$ cat src/rtl/ram_pkg.sv
// Shared sizing and types for the 16x8 scratch register-file RAM.
// Imported by the RAM and by anything that drives its address/data buses.
package ram_pkg;

    localparam int ADDR_W = 4;
    localparam int DATA_W = 8;
    localparam int DEPTH  = 2 ** ADDR_W;

    typedef logic [ADDR_W-1:0] addr_t;
    typedef logic [DATA_W-1:0] data_t;

endpackage

$ cat src/rtl/ram_16x8.sv
// 16-entry x 8-bit single-port register-file RAM: synchronous write,
// combinational read, synchronous active-high reset clearing every word.
module ram_16x8
    import ram_pkg::*;
(
    input  logic  clk,
    input  logic  reset,
    input  logic  writeE,
    input  addr_t adr,
    input  data_t din,
    output data_t dout
);

    data_t r_mem [DEPTH];

    // Storage update: reset clears all words and wins over a same-edge write.
    always_ff @(posedge clk) begin
        if (reset) begin
            for (int i = 0; i < DEPTH; i++) begin
                r_mem[i] <= {DATA_W{1'b0}};
            end
        end else if (writeE) begin
            r_mem[adr] <= din;
        end
    end

    // No write bypass: a word written this edge becomes visible only after it.
    assign dout = r_mem[adr];

endmodule

$ cat config.mk
export PLATFORM = sky130hd
export DESIGN_NAME = ram_16x8
export DESIGN_NICKNAME = d
export VERILOG_FILES = /design/src/rtl/ram_pkg.sv /design/src/rtl/ram_16x8.sv
export SDC_FILE = /design/constraint.sdc
export NUM_CORES = 1
export LEC_CHECK = 0
export BUFFER_PORTS_ARGS = -buffer_cell sky130_fd_sc_hd__buf_2
export CAP_MARGIN = 20
export CORE_MARGIN = 2
export CORE_UTILIZATION = 44
export DETAILED_ROUTE_END_ITERATION = 12
export PLACE_DENSITY = 0.7
export SLEW_MARGIN = 10
export SYNTH_ARGS = -nofsm -noshare
export SYNTH_HDL_FRONTEND = slang
export SYNTH_SLANG_ARGS = --single-unit
$ cat constraint.sdc
create_clock -name clk -period 1.9 [get_ports clk]
set_input_delay 0.285 -clock clk [delete_from_list [all_inputs] [get_ports clk]]
set_output_delay 0.285 -clock clk [all_outputs]
set_load 0.02 [all_outputs]
Yosys cells after proc, flatten, opt, wreduce, memory -nomap -nowiden
Memory sizes are Yosys's and may differ from the RTL's. Index checks and enable logic that the tools add are counted. W data, S select, Z words.

Register bits: 0. RAM bits: 128. Input bits: 15. Output and inout bits: 8. Word-level logic and storage cells: 10. Memories kept: 1.

Multiplexer cells: 8. Reduce and logical (&&, ||, !) cells: 1.

Memories: r_mem (depth 16, bits a word 8, read ports 1, clocked after memory_dff 0, write ports 16, RTL line ram_16x8.sv:14) `data_t r_mem [DEPTH];`.

Operators with widths (count): $mux W8 (1); $reduce_or A8 Y1 (1); $mux W1 (6); $mux W4 (1).

Longest topological paths before layout
Word-level depth: 5. Mapped depth: 5. Mapped depth without buffers: 3.

Least setup slack after synthesis
No wires, ideal clock.

Kind: input to output. Start point: in adr[0]. End point: out dout[6]. Arrival time: 1.460 ns. Data required time: 1.615 ns. Slack: 0.155 ns. Stages on the path: 5. Path buffers: 2. Cell sequence: buf_4 buf_6 mux4_2 a22oi_1 nand2_1.

Longest elaborated chain between the ends: 1.

RTL lines: start, declared (RTL line ram_16x8.sv:9) `input addr_t adr,`; $mem_v2 Z16 W8; end, declared (RTL line ram_16x8.sv:11) `output data_t dout`.

Every way passes these cells.

Final worst setup path
Start point: mem r_mem[14][0] (netlist name). End point: out dout[0].

Longest elaborated chain between the ends: 1.

RTL lines (RTL line): start, declared (ram_16x8.sv:14); $mem_v2 Z16 W8.

Every way passes these cells.

==> flow_metrics.py <==
metrics = {
    "sta": {
        "worst_pin_slew_ns": 0.534,
        "fin_ws_ns": -0.149,
        "hold_viol": 0,
        "final.min_clock_period_ns": 2.05,
        "rsz0062_at_grt": "yes",
        "setup_viol": 8,
        "relSlewSlack_pct": 64.4,
        "maxSlewViolCount": 0,
        "fmax_mhz": 488,
        "finalCritPeriodShare_pct": 108,
    },
    "clocking": {
        "cts.sinks": 128,
        "htreeDepth": 4,
        "postCtsSetupRepairBufs": 0,
        "clkSlewWorstSetupHoldPaths_ns": 0.06,
        "cts_buffer_depth": 2,
        "cts_tree": "yes",
        "cts_buffers": 17,
        "clock-root-buffer": "clkbuf_16",
    },
    "worst_setup_path": {
        "start_kind": "flip-flop",
        "path_class": "flip-flop to output pin",
        "crit_required_ns": 1.62,
        "critical_path_arrival_ns": 1.76,
        "cp-end-kind": "output pin",
        "cp_max_fo": 1,
    },
    "synth": {
        "yosysUniqueCellTypes": 20,
        "syn_nets": 391,
        "synth_area_per_cell_um2": 15.6,
        "synth-seq-cells": 128,
        "synthCells": 376,
        "synthesis.area_um2": 5880,
        "yosysMostFrequentCell": "and2_1",
        "synthArstFlopShare_pct": 0,
        "synth_common_cells": "and2_1 (129), edfxtp_1 (128), mux4_2 (32), a22oi_1 (16), or2_2 (16)",
        "synth_area_leaders": "edfxtp_1 (65%), and2_1 (14%), mux4_2 (12%), a22oi_1 (2.0%), or2_2 (1.7%)",
        "dominantRegCellSynth": "edfxtp_1",
        "synth_edf_count": 128,
        "synth_top_area_share_pct": 65.4,
        "synth.largest_area_cell": "edfxtp_1",
        "yosys_warnings": 0,
        "ys_seq_area_share_pct": 65.4,
    },
    "die": {
        "fp.dieW_um": 120,
        "die-area_um2": 14300,
        "chipHeight_um": 120,
        "core_area_um2": 13100,
        "initial_core_util_pct": 44.8,
        "rows": 42,
        "num_io_pins": 23,
    },
    "layout": {
        "largestRegisters": "r_mem (128)",
        "fin_cells": 611,
        "largest_reg_flops": 128,
        "fillers": 1058,
        "regMostFlops": "r_mem",
        "drive_above_1_share_pct": 33.2,
        "postLayoutCoreUtil_pct": 53.4,
        "syn2layout_area_growth_pct": 19.3,
        "fin_nets": 436,
    },
    "flow_run": {
        "maxCapViolCount": 0,
    },
    "power_and_ir_drop": {
        "power_per_cell_area_nw_per_um2": 989,
        "leakage_nw": 2.49,
        "peakVddDrop_v": 0.000636,
    },
    "routing": {
        "wl_per_cell_um": 21.3,
        "first_iter_violations": 331,
        "antenna_left": 0,
        "drtPass1Iterations": 4,
        "routed_wl_um": 13000,
        "route.detailed.drc": 0,
        "via_per_inst": 5.47,
        "vias": 3345,
    },
    "min_path": {
        "hold_start": "din[5]",
        "hold_class": "input port to flip-flop",
        "holdPathEnd": "r_mem[6][5]",
        "holdPathStages": 2,
    },
    "global_route": {
        "antenna_found_initial": 1,
        "grt_pass1_vias": 3391,
        "overflow": 0,
        "grt_usage_pct": 19.5,
        "grt_max_degree": 21,
        "grt_first_pass_wirelength_um": 20100,
    },
    "placed_design": {
        "numPlacedInstances": 578,
        "globalplace.congestion": 0.774,
        "place_hpwl_um": 8700,
        "port_buffers": 22,
    },
    "run_status": {
        "status": "finished, violations left",
        "violations": "negative setup slack",
    },
}
-- kinds of logic (layout without fill, tap and decap cells) --
family          count (synthesis)  in the layout  share of synthesized area [%]
compound gates                 16             16                           2.04
other cells                     0              1                              0
flops                         128            128                           65.4
mux                            32             32                           12.3
simple gates                  179            179                           18.7
buf+inv                        21             79                           1.66
-- worst max-delay path: stages, from the launching register on --
cell      delay, ns
edfxtp_1       0.40
mux4_2         0.54
a22oi_2        0.18
nand2_1        0.09
buf_6          0.14
-- where the power goes --
part | internal (mW) | switching [mW]
clock network | 1.90 | 1.15
registers | 3.27 | 0.0526
logic | 0.246 | 0.325
-- repair_timing --
action                                  4_1_cts  5_1_grt
pin swaps                                     5        5
endpoints found under the setup margin        8        8
resized for setup                            12       13
hold buffers                                  0        0
-- layout make-up --
cell class	count	area (um^2)	share of cell area, %
antenna	1	2.50	0.0357
clock buffer	19	433	6.17
clock inverter	13	121	1.73
multi-input combinational	227	2020	28.8
sequential	128	3840	54.8
tap	176	220	3.14
timing repair buffer	47	373	5.32
-- worst max-delay path by stage --
stage,from,end
after floorplan,adr[0],dout[6]
after global placement,adr[0],dout[2]
after detailed placement,adr[0],dout[6]
after CTS,r_mem[11][6],dout[6]
after global routing,r_mem[14][3],dout[3]
final,r_mem[14][0],dout[0]
-- stage by stage --
step / hold WS [ns] / instance area, um^2 / setup slack (ns) / setup TNS (ns) / power, mW
after CTS: 0.382 / 6960 / -0.170 / -1.18 / 6.95
final: 0.382 / 7010 / -0.149 / -0.913 / 6.94
after floorplan: 0.483 / 5880 / 0.155 / 0 / 3.68
after global routing: 0.402 / 7010 / -0.181 / -1.29 / 7.14
after detailed placement: 0.813 / 6350 / -0.130 / -0.920 / 3.90
after global placement: 0.796 / 6350 / -0.116 / -0.597 / 3.88
-- cells in the final DEF (no fill, tap or decap) --
master | netlist | layout
and2_1 | 129 | 129
edfxtp_1 | 128 | 128
mux4_2 | 32 | 32
buf_4 | 1 | 21
buf_2 | 6 | 18
clkbuf_16 | 0 | 17
or2_2 | 16 | 16
a22oi_2 | 0 | 15
nor2_1 | 10 | 10
nand2_1 | 9 | 7
clkinvlp_4 | 0 | 4
clkinv_2 | 0 | 4
buf_6 | 1 | 4
buf_12 | 0 | 4
nor2_2 | 3 | 3
nor3_1 | 3 | 3
clkinv_1 | 0 | 3
nor2b_1 | 2 | 2
nand2_2 | 0 | 2
nand2b_1 | 2 | 2
nand4bb_1 | 2 | 2
bufinv_16 | 0 | 2
clkbuf_1 | 12 | 2
diode_2 | 0 | 1
a22oi_1 | 16 | 1
or4b_4 | 1 | 1
nand4b_1 | 1 | 1
nor3_4 | 1 | 1
-- routing by layer --
layer,vias up,global-route usage [%],part of all wire (%)
li1,1500,-,-
met1,1706,26.8,44
met2,114,29.7,48
met3,25,3.61,4.2
met4,0,10.1,3.1
met5,-,0,0
No activity file was read; power rests on OpenSTA's default activity.
